<file path="config.mk">
export PLATFORM = sky130hd
export DESIGN_NAME = multi_button_debouncer
export DESIGN_NICKNAME = d
export VERILOG_FILES = /design/src/rtl/multi_button_debouncer.sv
export SDC_FILE = /design/constraint.sdc
export NUM_CORES = 1
export LEC_CHECK = 0
export BUFFER_PORTS_ARGS = -buffer_cell sky130_fd_sc_hd__buf_2
export CORE_MARGIN = 2
export CORE_UTILIZATION = 50
export DETAILED_ROUTE_END_ITERATION = 10
export GPL_ROUTABILITY_DRIVEN = 0
export PLACE_DENSITY = 0.68
export SYNTH_ARGS = -nofsm -noshare
export SYNTH_HDL_FRONTEND = slang
export SYNTH_SLANG_ARGS = --single-unit
</file>
<file path="constraint.sdc">
create_clock -name clock -period 2.1 [get_ports clock]
set_clock_uncertainty 0.05 [all_clocks]
set_input_delay 0.105 -clock clock [delete_from_list [all_inputs] [get_ports clock]]
set_output_delay 0.105 -clock clock [all_outputs]
set_load 0.005 [all_outputs]
</file>
<file path="src/rtl/multi_button_debouncer.sv">
// multi_button_debouncer
//   N-channel push-button debouncer. Each channel has its own synchroniser,
//   stability counter and four-state FSM (RELEASED, PRESS_PEND, PRESSED,
//   RELEASE_PEND). One shared divider produces the sample tick, and the FSMs
//   advance only on tick cycles. A change is accepted once STABLE_TICKS
//   consecutive tick samples agree with it.
//
//   Optional feature: define DEBOUNCE_REPEAT_EN to build per-channel
//   auto-repeat counters. Without it, BTN_repeat is tied to 0.
//
// Ports
//   clock        in   1      system clock
//   reset        in   1      synchronous, active-high reset
//   BTN          in   N_BTN  raw asynchronous buttons, 1 = pressed
//   BTN_state    out  N_BTN  debounced level (registered)
//   BTN_press    out  N_BTN  one-clock strobe on an accepted 0->1
//   BTN_release  out  N_BTN  one-clock strobe on an accepted 1->0
//   BTN_repeat   out  N_BTN  one-clock auto-repeat strobe
module multi_button_debouncer #(
    parameter int N_BTN         = 5,
    parameter int TICK_DIV      = 100000,
    parameter int STABLE_TICKS  = 10,
    parameter int SYNC_STAGES   = 2,
    parameter int REPEAT_DELAY  = 500,
    parameter int REPEAT_PERIOD = 100
) (
    input  logic             clock,
    input  logic             reset,
    input  logic [N_BTN-1:0] BTN,
    output logic [N_BTN-1:0] BTN_state,
    output logic [N_BTN-1:0] BTN_press,
    output logic [N_BTN-1:0] BTN_release,
    output logic [N_BTN-1:0] BTN_repeat
);

    typedef enum logic [1:0] {
        RELEASED     = 2'd0,
        PRESS_PEND   = 2'd1,
        PRESSED      = 2'd2,
        RELEASE_PEND = 2'd3
    } btn_fsm_e;

    localparam int TICK_W = $clog2(TICK_DIV);
    localparam int CNT_W  = $clog2(STABLE_TICKS + 1);
    localparam logic [CNT_W-1:0] CNT_LAST = CNT_W'(STABLE_TICKS - 1);

    generate
        if (TICK_DIV < 2 || STABLE_TICKS < 1 || SYNC_STAGES < 2 ||
            REPEAT_DELAY < 1 || REPEAT_PERIOD < 1) begin : g_bad_params
            $error("multi_button_debouncer: illegal parameter value");
        end
    endgenerate

    // ---------------- input synchroniser ----------------
    logic [N_BTN-1:0] sync_q [SYNC_STAGES];
    logic [N_BTN-1:0] smp;

    // NOTE: sequential state uses non-blocking assignments so that every flop
    // samples the pre-edge value of its neighbours, like a real shift register.
    always_ff @(posedge clock) begin
        if (reset) begin
            for (int k = 0; k < SYNC_STAGES; k++) sync_q[k] <= '0;
        end else begin
            sync_q[0] <= BTN;
            for (int k = 1; k < SYNC_STAGES; k++) sync_q[k] <= sync_q[k-1];
        end
    end

    assign smp = sync_q[SYNC_STAGES-1];

    // ---------------- shared sample tick ----------------
    logic [TICK_W-1:0] tick_cnt_q;
    logic              tick;

    assign tick = (tick_cnt_q == TICK_W'(TICK_DIV - 1));

    always_ff @(posedge clock) begin
        if (reset || tick) tick_cnt_q <= '0;
        else               tick_cnt_q <= tick_cnt_q + TICK_W'(1);
    end

    // ---------------- per-channel FSM ----------------
    btn_fsm_e         state_q [N_BTN];
    btn_fsm_e         state_d [N_BTN];
    logic [CNT_W-1:0] cnt_q   [N_BTN];
    logic [CNT_W-1:0] cnt_d   [N_BTN];
    logic [N_BTN-1:0] press_evt;
    logic [N_BTN-1:0] release_evt;
    logic [N_BTN-1:0] repeat_evt;

    // NOTE: every variable gets its hold value first, so no path through the
    // case statement can leave one unassigned and infer a latch.
    always_comb begin
        for (int i = 0; i < N_BTN; i++) begin
            state_d[i]     = state_q[i];
            cnt_d[i]       = cnt_q[i];
            press_evt[i]   = 1'b0;
            release_evt[i] = 1'b0;
            if (tick) begin
                case (state_q[i])
                    RELEASED: if (smp[i]) begin
                        if (STABLE_TICKS == 1) begin
                            state_d[i]   = PRESSED;
                            press_evt[i] = 1'b1;
                        end else begin
                            state_d[i] = PRESS_PEND;
                            cnt_d[i]   = CNT_W'(1);
                        end
                    end
                    PRESS_PEND: begin
                        if (!smp[i]) begin
                            state_d[i] = RELEASED;
                            cnt_d[i]   = '0;
                        end else if (cnt_q[i] == CNT_LAST) begin
                            state_d[i]   = PRESSED;
                            cnt_d[i]     = '0;
                            press_evt[i] = 1'b1;
                        end else begin
                            cnt_d[i] = cnt_q[i] + CNT_W'(1);
                        end
                    end
                    PRESSED: if (!smp[i]) begin
                        if (STABLE_TICKS == 1) begin
                            state_d[i]     = RELEASED;
                            release_evt[i] = 1'b1;
                        end else begin
                            state_d[i] = RELEASE_PEND;
                            cnt_d[i]   = CNT_W'(1);
                        end
                    end
                    RELEASE_PEND: begin
                        if (smp[i]) begin
                            state_d[i] = PRESSED;
                            cnt_d[i]   = '0;
                        end else if (cnt_q[i] == CNT_LAST) begin
                            state_d[i]     = RELEASED;
                            cnt_d[i]       = '0;
                            release_evt[i] = 1'b1;
                        end else begin
                            cnt_d[i] = cnt_q[i] + CNT_W'(1);
                        end
                    end
                    default: begin
                        state_d[i] = RELEASED;
                        cnt_d[i]   = '0;
                    end
                endcase
            end
        end
    end

`ifdef DEBOUNCE_REPEAT_EN
    // ---------------- auto-repeat ----------------
    // The counter restarts on every entry to PRESSED and runs while the
    // channel is held. rpt_run_q selects the first-repeat or steady-state
    // interval as the counter's target.
    localparam int RPT_MAX = (REPEAT_DELAY > REPEAT_PERIOD) ? REPEAT_DELAY : REPEAT_PERIOD;
    localparam int RPT_W   = $clog2(RPT_MAX + 1);

    logic [RPT_W-1:0] rpt_cnt_q [N_BTN];
    logic [RPT_W-1:0] rpt_cnt_d [N_BTN];
    logic [N_BTN-1:0] rpt_run_q;
    logic [N_BTN-1:0] rpt_run_d;

    always_comb begin
        for (int i = 0; i < N_BTN; i++) begin
            rpt_cnt_d[i]  = rpt_cnt_q[i];
            rpt_run_d[i]  = rpt_run_q[i];
            repeat_evt[i] = 1'b0;
            if (tick) begin
                if ((state_d[i] == PRESSED && state_q[i] != PRESSED) || state_d[i] == RELEASED) begin
                    rpt_cnt_d[i] = '0;
                    rpt_run_d[i] = 1'b0;
                end else if (state_q[i] == PRESSED || state_q[i] == RELEASE_PEND) begin
                    if (rpt_cnt_q[i] + RPT_W'(1) ==
                        (rpt_run_q[i] ? RPT_W'(REPEAT_PERIOD) : RPT_W'(REPEAT_DELAY))) begin
                        rpt_cnt_d[i]  = '0;
                        rpt_run_d[i]  = 1'b1;
                        repeat_evt[i] = 1'b1;
                    end else begin
                        rpt_cnt_d[i] = rpt_cnt_q[i] + RPT_W'(1);
                    end
                end
            end
        end
    end

    always_ff @(posedge clock) begin
        if (reset) begin
            for (int i = 0; i < N_BTN; i++) rpt_cnt_q[i] <= '0;
            rpt_run_q <= '0;
        end else begin
            for (int i = 0; i < N_BTN; i++) rpt_cnt_q[i] <= rpt_cnt_d[i];
            rpt_run_q <= rpt_run_d;
        end
    end
`else
    assign repeat_evt = '0;
`endif

    // ---------------- state and output registers ----------------
    // Events are captured at the deciding tick, then pass through one more
    // output register. The level output is derived from the registered state,
    // so it changes on the same clock as the matching strobe.
    logic [N_BTN-1:0] press_q;
    logic [N_BTN-1:0] release_q;
    logic [N_BTN-1:0] repeat_q;

    // NOTE: the per-channel state/counter arrays are small register banks,
    // not RAM, so they are cleared explicitly on reset along with everything else.
    always_ff @(posedge clock) begin
        if (reset) begin
            for (int i = 0; i < N_BTN; i++) begin
                state_q[i] <= RELEASED;
                cnt_q[i]   <= '0;
            end
            press_q     <= '0;
            release_q   <= '0;
            repeat_q    <= '0;
            BTN_state   <= '0;
            BTN_press   <= '0;
            BTN_release <= '0;
            BTN_repeat  <= '0;
        end else begin
            for (int i = 0; i < N_BTN; i++) begin
                state_q[i]   <= state_d[i];
                cnt_q[i]     <= cnt_d[i];
                BTN_state[i] <= (state_q[i] == PRESSED) || (state_q[i] == RELEASE_PEND);
            end
            press_q     <= press_evt;
            release_q   <= release_evt;
            repeat_q    <= repeat_evt;
            BTN_press   <= press_q;
            BTN_release <= release_q;
            BTN_repeat  <= repeat_q;
        end
    end

endmodule

</file>
# After elaboration in Yosys (flattened, before gate mapping)
# Memories as Yosys holds them, arrays and structs flattened.
# Cells that the tools add are included.
# W data, S select, Z words.
[op_classes] add_sub_neg=6 n_eq_ne=21 muxes=95 n_bitwise=28 n_reduce_logical=21
[ops] cell="$mux W4" count=35
[ops] cell="$mux W2" count=40
[ops] cell="$pmux W4 S4" count=5
[ops] cell="$pmux W2 S4" count=5
[ops] cell="$reduce_or A4 Y1" count=10
[ops] cell="$add A4 B1 Y4 const B" count=5
[ops] cell="$eq A2 B2 Y1 const B" count=10
[ops] cell="$eq A4 B4 Y1 const B" count=5
[ops] cell="$add A17 B1 Y17 const B" count=1
[ops] cell="$eq A17 B17 Y1 const B" count=1
[ops] cell="$not A1 Y1" count=16
[ops] cell="$or A1 B1 Y1" count=12
[ops] cell="$eq A2 B1 Y1 const B" count=5
[ops] cell="$logic_not A2 Y1" count=5
[ops] cell="$mux W5" count=2
[ops] cell="$mux W1" count=8
[ops] cell="$logic_or A1 B1 Y1" count=6
[word_totals] ff_bits=42 mem_bits_rw=40 inputBits=7 out_inout_bits=20 wordCells=188 n_memories=3
[mem_list] name="cnt_q" depth=5 width=4 rd=5 rd_ports_with_merged_regs=0 wr=5 line="85" rtl="logic [CNT_W-1:0] cnt_q [N_BTN];"
[mem_list] name="state_q" depth=5 width=2 rd=5 rd_ports_with_merged_regs=0 wr=5 line="83" rtl="btn_fsm_e state_q [N_BTN];"
[mem_list] name="sync_q" depth=2 width=5 rd=2 rd_ports_with_merged_regs=0 wr=2 line="55" rtl="logic [N_BTN-1:0] sync_q [SYNC_STAGES];"

# Logic depth before layout (Yosys ltp)
# Gate-level depths: netlist of run 1.
# An unclocked memory read counts as a cell.
[logic_depth] depth_word=7 ltp_mapped=8

# Worst setup path before layout of run 1
# Ideal clock, no wire load.
[synth_timing] path_type="flip-flop to flip-flop" start="register tick_cnt_q[0]" end="memory cnt_q[0][5] in the netlist's numbering" setup_ns=0.070 arrival_time_ns=1.717 slack_ns=0.262 stages_incl_launch_ff=8 path_buffers=2 period_less_slack_ns=1.838 cell_sequence="dfxtp_1 > ha_1 > and4_1 > buf_4 > nand4_1 > clkbuf_2 > or4_1 > a21oi_1"
[synth_rtl] element="from (decl)" line="72" rtl="logic [TICK_W-1:0] tick_cnt_q;"
[synth_rtl] element="from (signal assigned)" line="79" rtl="else tick_cnt_q <= tick_cnt_q + TICK_W'(1);"
[synth_rtl] element="to (decl)" line="85"

==> results.md, run 1 <==
* Run status: finished, final reports clean
* Synth cell types at 46
* Fin area at between 3000 and 4000 um2
* Initial antenna violation count at 0
* DR vias at between 2000 and 3000
* FF-to-FF End: state_q[0][0]
* Compound-gate portion of the synthesized area at 0.09026
* Critical-path cell list: ha_1 > and4_2 > nand4_4 > buf_4 > or3_1 > a21oi_1
* Gate Count Post-Synth at 372
* Largest cells by area after synthesis: dfxtp_1, nor2b_1, ha_1, a21oi_1, o21ai_0
* Commonest non-fill, non-tap cell in the layout: dfxtp_1
* Fin crit share at 0.9239
* Total CTS buffers at 9
* Site Rows at 30
* Worst Reg-to-Reg Cells at 6
* Critical path class: reg2reg
* Family with the most delay on the worst path: simple AND/OR/NAND/NOR gates
* Full die area at around 7700 um2
* Synthesized cell area at 3493 um2
* Sink Count at between 80 and 90
* Hold_ws at ~0.13 ns
* Largest family of logic cells by synthesized area: simple AND/OR/NAND/NOR gates
* Vias per cell at 5.323
* Peak Freq at approximately 520 MHz
* DP Area at 3712 um2
* Port buffer count at 21
* Simple logic cell fraction of the synthesized area at 0.2855
* Post-synthesis xor/xnor area fraction at 0.05265
* Crit path required time at around 2.3 ns
* Hold_sp: reset
* Total negative slack at 0 ns
* Max-slew violations at 0
* CP max-delay cell: dfxtp_1
* Post-Route WL at roughly 6.7 mm
* WP buf/inv at 1
* TritonCTS clock tree: built
* WL/cell at 13.25 um
* Fin crit period at just under 2 ns
* # diodes at 0
* Multiplexer share of the synthesized area at 0.008954
* GRT Resource Usage Total at 0.1949
* Post-place setup slack at between 0.1 and 0.15 ns
* Die H at around 88 um
* Vias in the first global route at roughly 2600
* Max Cap Viol at 0
* Total core area at between 6000 and 7000 um2
* IO Count at 27
* Seq/Total Area, Yosys at 0.4699
* Reg area at 1642 um2
* HPWL Detailed at about 4.5 mm
* RSZ-0062 raised after global routing: no
* FF-to-FF Start: tick_cnt_q[0]
* Most frequent cells in the layout: dfxtp_1, nor2b_1, nor2_1, a21oi_1
* Ys Warns at 0
* CP max stage delay at approximately 0.37 ns
* P per Cell Area at between 700 and 800 nW/um2
* Crit-path max FO at 15
* Nets at 421
* First-pass GRT wire length at roughly 12 mm
* Placed Cells at 483
* Finished Layout Cells at 504
* HP Class: in2reg
* Setup crit end kind: flip-flop
* Fraction of layout cells with a size suffix above 1 at 0.1544
* CTS Buffer Depth at 2
* Post-Synth Adder-Cell Area at 0.03940
* Top cell type's share of synthesized area at 0.4699
* Root buf cell: clkbuf_8
* Starting Density at 0.5142
* Syn_area_per_cell at approximately 9.4 um2
* DRT Pass-1 Iters at 6
* Largest net degree at the start of global routing at 34
* DR iter-0 viols at 128
* H-tree Lvls at 3
* Number of enable flip-flop cells after synthesis at 0
* Worst setup SP type: flip-flop
* Hold Crit Depth at 2
* Worst setup margin at 0.1599 ns
* Final hold violations at 0
* GRT Residual Overflow at 0
* Worst-path clk slew at 0.09 ns
* Worst vdd ir at around 0.58 mV
* Synthesis-to-layout area growth at 13.97%
* ANT nets after route at 0
* Clock Latency Late Sink at roughly 0.36 ns
* Final setup violation count at 0
* Primary FF master, synth: dfxtp_1
* Hold Path Sink: BTN_press[2]
* Ys async rst share at 0
* Yosys top cell by area: dfxtp_1
* Multi-input logic area at 1694 um2
* Worst EP arrival at about 2.2 ns
* # fillers at between 600 and 700
* R2R Setup Slk at around 0.16 ns
* Static Leak at 1.457 nW
* Die Wd at around 88 um
* Synth Register Bits at about 80
* Drt drc at 0
* Postcts setup bufs at 0
-- area by class of cell --
type | count | share of cell area
Multi-Input combinational cell | 255 | 0.4255
Sequential cell | 82 | 0.4123
Timing Repair Buffer | 40 | 0.06537
Clock buffer | 10 | 0.03457
Tap cell | 96 | 0.03017
Clock inverter | 6 | 0.01791
Inverter | 15 | 0.01414
-- synthesized netlist by cell type, drive strengths merged (2+ instances only) --
library cell  count
nand4            15
nand3b            6
nor2             25
and3              4
clkbuf            9
nor2b            26
mux2i             2
xor2             12
and3b             4
a31oi             8
a21oi            22
or3               5
nand2b            2
buf              15
xnor2             9
nand3            16
a211oi            2
o21ai            21
nor4b             6
dfxtp            82
nand2             9
and4              4
or2               4
and4bb            2
ha               11
or4              10
nor3              7
inv              15
nand4b            2
nor4              7
a311oi            2
-- timing repair --
item,CTS,global route
endpoints found under the setup margin,0,8
resized for setup,0,3
hold buffers,5,0
endpoints found under the hold margin,5,0
-- kinds of logic (layout without fill, tap and decap cells) --
family | after synthesis | after routing
flip-flops | 82 | 82
AO/OA/AOI/OAI | 57 | 57
buffers and inverters | 39 | 71
other | 1 | 5
AND/OR/NAND/NOR | 158 | 158
adder cells (fa/ha/maj) | 11 | 11
XOR/XNOR | 21 | 21
multiplexers | 3 | 3
-- worst max path at each step --
stage               slack (ns)     startpoint  cells after the start       endpoint
global placement          0.21  tick_cnt_q[0]                      6  state_q[0][0]
detailed placement        0.11  tick_cnt_q[0]                      5   release_q[4]
CTS                       0.09  tick_cnt_q[0]                      5   release_q[4]
global route              0.04  tick_cnt_q[0]                      6   cnt_q[0][17]
finish                    0.16  tick_cnt_q[0]                      6  state_q[0][0]
floorplan                 0.26  tick_cnt_q[0]                      7    cnt_q[0][5]
-- flip-flops by register name, indices dropped and copies added, names as in the netlist, named ones only --
| name | flops |
|---|---|
| sync_q | 10 |
| BTN_release | 5 |
| press_q | 5 |
| release_q | 5 |
| cnt_q | 20 |
| BTN_state | 5 |
| BTN_press | 5 |
| state_q | 5 |
| tick_cnt_q | 17 |
-- routing by layer --
metal / share of wire / GRT usage
met5: 0 / 0
met4: 0.020 / 0.08671
met1: 0.47 / 0.2443
met2: 0.47 / 0.3175
met3: 0.035 / 0.04901
-- stage by stage --
step                        util  total power, mW
after floorplan                -            1.662
after global placement    0.5464            1.677
after detailed placement  0.5464            1.679
after CTS                 0.5845            2.869
after global routing      0.5860            2.942
final                     0.5860            2.830
-- power breakdown --
part / switching (mW) / leakage, nW / internal (mW)
registers: 0.00989 / 0.663 / 1.57
clock network: 0.588 / 0.0995 / 0.592
logic: 0.0441 / 0.694 / 0.0288
total: 0.642 / 1.46 / 2.19
Power figures use the tool's default switching activity.
==> inputs of run 2 (changes only) <==
- REMOVE_ABC_BUFFERS: unset -> 1
==> run 2 against run 1 <==
Against the previous run:
- total power fell by 2.7%
- sequential share of layout area rose by 0.23 points
- sequential power barely moved
- final area fell by 0.57%
- die area did not move
- worst setup slack improved by 0.031 ns
==> results.md, run 2 (same netlist as run 1, synthesis figures left out) <==
* Commonest non-fill, non-tap cell in the layout: dfxtp_1
* Nets at 421 (unchanged)
* Most frequent cells in the layout: dfxtp_1, nor2b_1, nor2_1, a21oi_1
* Final setup violation count at 0 (unchanged)
* Fraction of layout cells with a size suffix above 1 at 0.1495 (-0.004902)
* Fin crit period at 1.909 ns (-0.03087 ns)
* Total chip power at 2.754 mW (-2.7%)
* Hold_ws at 0.1419 ns (+0.009346 ns)
* Vias in the first global route at 2509 (-3.4%)
* Peak Freq at 523.8 MHz (+1.6%)
* R2R Setup Slk at 0.19 ns (+0.03 ns)
* Largest register FFs at 20 (unchanged)
* Initial antenna violation count at 0 (unchanged)
* Worst-path clk slew at 0.08 ns (about the same)
* Starting Density at 0.5142 (unchanged)
* # diodes at 0 (unchanged)
* Hold_sp: reset
* Total CTS buffers at 9 (unchanged)
* Hold Crit Depth at 2 (unchanged)
* DR iter-0 viols at 109 (-15%)
* First-pass GRT wire length at 10.94 mm (-7.2%)
* Largest register by flop count: cnt_q
* ANT nets after route at 0 (unchanged)
* Worst EP arrival at 2.14 ns (-0.03 ns)
* FF-to-FF Start: tick_cnt_q[0]
* GRT Residual Overflow at 0 (unchanged)
* Total negative slack at 0 ns (unchanged)
* Root buf cell: clkbuf_8
* Synthesis-to-layout area growth at 13.32%
* Crit path required time at 2.34 ns (about the same)
* TritonCTS clock tree: built
* Run status: finished, final reports clean
* Die Wd at 87.59 um (unchanged)
* CTS Buffer Depth at 2 (unchanged)
* Max-slew violations at 0 (unchanged)
* HPWL Detailed at 4.212 mm (-5.8%)
* Largest net degree at the start of global routing at 27 (-21%)
* Final hold violations at 0 (unchanged)
* DP Area at 3712 um2 (unchanged)
* RSZ-0062 raised after global routing: no
* Worst setup SP type: flip-flop
* Site Rows at 30 (unchanged)
* Postcts setup bufs at 0 (unchanged)
* HP Class: in2reg
* P per Cell Area at 695.6 nW/um2 (-2.1%)
* DR vias at 2640 (-1.6%)
* Fin area at 3959 um2 (-0.57%)
* Setup crit end kind: flip-flop
* Vias per cell at 5.238 (-1.6%)
* Crit-path max FO at 14 (-1)
* Full die area at 7671 um2 (unchanged)
* Worst Reg-to-Reg Cells at 6 (unchanged)
* GRT Resource Usage Total at 0.1795 (-0.01536)
* WL/cell at 12.48 um (-5.8%)
* Fin crit share at 0.9092 (-0.01470)
* DRT Pass-1 Iters at 4 (-2)
* Static Leak at 1.454 nW (-0.18%)
* # fillers at 612 (+0.33%)
* Top Registers: cnt_q (20), tick_cnt_q (17), sync_q (10)
* Max Cap Viol at 0 (unchanged)
* Post-layout util at 0.5827 (-0.003315)
* Post-Route WL at 6.291 mm (-5.8%)
* Critical path class: reg2reg
* IO Count at 27 (unchanged)
* Drt drc at 0 (unchanged)
* Worst vdd ir at 0.3022 mV (-48%)
* Total core area at 6794 um2 (unchanged)
* Port buffer count at 21 (unchanged)
* Clock Latency Late Sink at 0.35 ns (about the same)
* Die H at 87.59 um (unchanged)
* Hold Path Sink: BTN_release[1]
* FF-to-FF End: state_q[0][0]
* H-tree Lvls at 3 (unchanged)
* Sink Count at 82 (unchanged)
-- run 2: layout make-up --
cell class | instances | area [um2] | area share
clock buffer | 9 | 123.9 | 0.03129
multi-input combinational | 255 | 1687 | 0.4260
inverter | 15 | 56.30 | 0.01422
sequential | 82 | 1642 | 0.4147
clock inverter | 7 | 70.07 | 0.01770
tap | 96 | 120.1 | 0.03034
timing repair buffer | 40 | 260.3 | 0.06574
-- run 2: worst max-delay path by stage --
stage	start	to	slack (ns)	cells after the start
2_1_floorplan	tick_cnt_q[0]	release_q[0]	0.17	5
3_3_place_gp	tick_cnt_q[0]	state_q[0][0]	0.27	6
3_5_place_dp	tick_cnt_q[0]	state_q[0][0]	0.21	6
4_1_cts	tick_cnt_q[0]	state_q[0][0]	0.20	6
5_1_grt	tick_cnt_q[0]	state_q[0][0]	0.05	6
6_report	tick_cnt_q[0]	state_q[0][0]	0.19	6
-- run 2: where the power goes --
part           switching [mW]  total (mW)  internal (mW)  leakage (nW)
logic                  0.0430      0.0716         0.0286         0.692
registers             0.00872        1.58           1.57         0.663
clock network           0.560        1.11          0.546        0.0990
-- run 2: what timing repair did --
item                                   CTS  global route
setup endpoints to repair                0             1
gates resized for setup                  0             1
endpoints found under the hold margin    5             0
hold buffers                             5             0
-- run 2: per-stage QoR --
step | instances | setup slack [ns]
2_1_floorplan | 352 | 0.1653
5_1_grt | 504 | 0.05206
4_1_cts | 504 | 0.1955
3_5_place_dp | 483 | 0.2055
6_report | 504 | 0.1908
3_3_place_gp | 483 | 0.2666
-- run 2: critical path, stage by stage, from the launching register on --
cell and delay [ns]:
dfxtp_1 0.35, ha_1 0.17, and4_1 0.28, nand4_4 0.23
buf_4 0.26, or3_1 0.35, a21oi_1 0.15
-- run 2: per-layer routing --
layer	share of wire	GRT usage
met5	0	0
met4	0.017	0.07552
met3	0.028	0.04901
met2	0.49	0.3058
met1	0.47	0.2132
==> inputs of run 3 (changes only) <==
- CTS_BUF_LIST: unset -> sky130_fd_sc_hd__clkbuf_8 sky130_fd_sc_hd__clkbuf_16
- MAX_ROUTING_LAYER: unset -> met4
==> run 3 against run 2 <==
Against the previous run:
- sequential share of layout area unchanged
- global-route usage increased by 0.60 points
- register-to-register slack about the same
- worst hold slack about the same
- count of clock-buffer cells in the layout unchanged
- critical path type unchanged
==> results.md, run 3 (same netlist as run 1, synthesis figures left out) <==
* Top Registers: cnt_q (20), tick_cnt_q (17), sync_q (10)
* Peak Freq at 522.7 MHz (-0.21%)
* Vias in the first global route at 2507 (-0.080%)
* Commonest non-fill, non-tap cell in the layout: dfxtp_1
* Root buf cell: clkbuf_8
* DR iter-0 viols at 111 (+1.8%)
* WL/cell at 12.44 um (-0.35%)
* Setup crit end kind: flip-flop
* TritonCTS clock tree: built
* Largest net degree at the start of global routing at 27 (unchanged)
* RSZ-0062 raised after global routing: no
* Post-Route WL at 6.269 mm (-0.35%)
* # fillers at 612 (unchanged)
* Starting Density at 0.5142 (unchanged)
* Run status: finished, final reports clean
* GRT Residual Overflow at 0 (unchanged)
* Vias per cell at 5.270 (+0.61%)
* Site Rows at 30 (unchanged)
* Largest register FFs at 20 (unchanged)
* Die H at 87.59 um (unchanged)
* Crit path required time at 2.34 ns (about the same)
* Largest register by flop count: cnt_q
* Total negative slack at 0 ns (unchanged)
* Sink Count at 82 (unchanged)
* Worst setup margin at 0.1867 ns (-0.004084 ns)
* Fraction of layout cells with a size suffix above 1 at 0.1495 (unchanged)
* Full die area at 7671 um2 (unchanged)
* Worst vdd ir at 0.3036 mV (+0.45%)
* First-pass GRT wire length at 10.95 mm (+0.13%)
* Post-place setup slack at 0.2055 ns (unchanged)
* GRT Resource Usage Total at 0.1855 (+0.006019)
* Port buffer count at 21 (unchanged)
* Synthesis-to-layout area growth at 13.32% (unchanged)
* Max-slew violations at 0 (unchanged)
* Fin crit period at 1.913 ns (+0.004084 ns)
* Nets at 421 (unchanged)
* Clock Latency Late Sink at 0.35 ns (about the same)
* Worst EP arrival at 2.15 ns (about the same)
* H-tree Lvls at 3 (unchanged)
* Final setup violation count at 0 (unchanged)
* Reg area at 1642 um2 (unchanged)
* P per Cell Area at 696.2 nW/um2 (about the same)
* Critical path class: reg2reg
* Static Leak at 1.454 nW (unchanged)
* Total CTS buffers at 9 (unchanged)
* Final hold violations at 0 (unchanged)
* HPWL Detailed at 4.212 mm (unchanged)
* CTS Buffer Depth at 2 (unchanged)
* Worst setup SP type: flip-flop
* # diodes at 0 (unchanged)
* Initial antenna violation count at 0 (unchanged)
* Drt drc at 0 (unchanged)
* Most frequent cells in the layout: dfxtp_1, nor2b_1, nor2_1, a21oi_1
* Die Wd at 87.59 um (unchanged)
* Worst-path clk slew at 0.08 ns (about the same)
* ANT nets after route at 0 (unchanged)
* Max Cap Viol at 0 (unchanged)
* DRT Pass-1 Iters at 4 (unchanged)
* Crit-path max FO at 14 (unchanged)
* Multi-input logic area at 1687 um2 (unchanged)
* HP Class: in2reg
* Total core area at 6794 um2 (unchanged)
* Fin crit share at 0.9111 (+0.001945)
* DR vias at 2656 (+0.61%)
* IO Count at 27 (unchanged)
==> run 3: cell counts in the layout (fill, tap and decap cells not counted) <==
No cell type changed its count.
==> run 3: worst max-delay path, cell delays in order (launching register included) <==
cell     delay (ns)
dfxtp_1        0.35
ha_1           0.17
and4_1         0.28
nand4_4        0.24
buf_4          0.26
or3_1          0.35
a21oi_1        0.15
==> run 3: per-stage QoR <==
step                total power, mW  instances    util  hold slack, ns  cell area, um2
global route                  2.869        504  0.5827          0.1510            3959
floorplan                     1.641        352       -          0.1241            3382
global placement              1.677        483  0.5464          0.2623            3712
finish                        2.756        504  0.5827          0.1417            3959
detailed placement            1.678        483  0.5464          0.2707            3712
CTS                           2.787        504  0.5823          0.1383            3956
==> run 3: final timing paths <==
kind / from / slack, ns / depth (start not counted) / endpoint
max reg2reg: tick_cnt_q[0] / 0.19 / 6 / state_q[0][0]
max: tick_cnt_q[0] / 0.19 / 6 / state_q[0][0]
min reg2reg: sync_q[0][3] / 0.39 / 1 / sync_q[0][8]
min: reset / 0.14 / 2 / BTN_release[1]
==> run 3: final cells by class <==
type,count,share of cell area
multi-input cells,255,0.4260
flip-flops and latches,82,0.4147
repair buffers,40,0.06574
clock buffers,9,0.03129
well taps,96,0.03034
clock inverters,7,0.01770
inverters,15,0.01422
==> run 3: power by group <==
part / switching (mW) / internal, mW / leakage (nW)
sequential: 0.00873 / 1.57 / 0.663
clock: 0.563 / 0.546 / 0.0990
combinational: 0.0427 / 0.0286 / 0.692
total: 0.614 / 2.14 / 1.45
==> run 3: timing repair <==
action,in CTS,in global routing
hold buffers,5,0
endpoints found under the hold margin,5,0
setup buffers,0,0
gates resized for setup,0,1
setup endpoints to repair,0,1
==> run 3: metal layers <==
metal	part of all wire	GRT usage	vias up
met5	0	-	-
met2	0.50	0.3058	41
li1	-	-	1376
met1	0.46	0.2144	1233
met4	0.010	0.07552	0
met3	0.033	0.04901	6
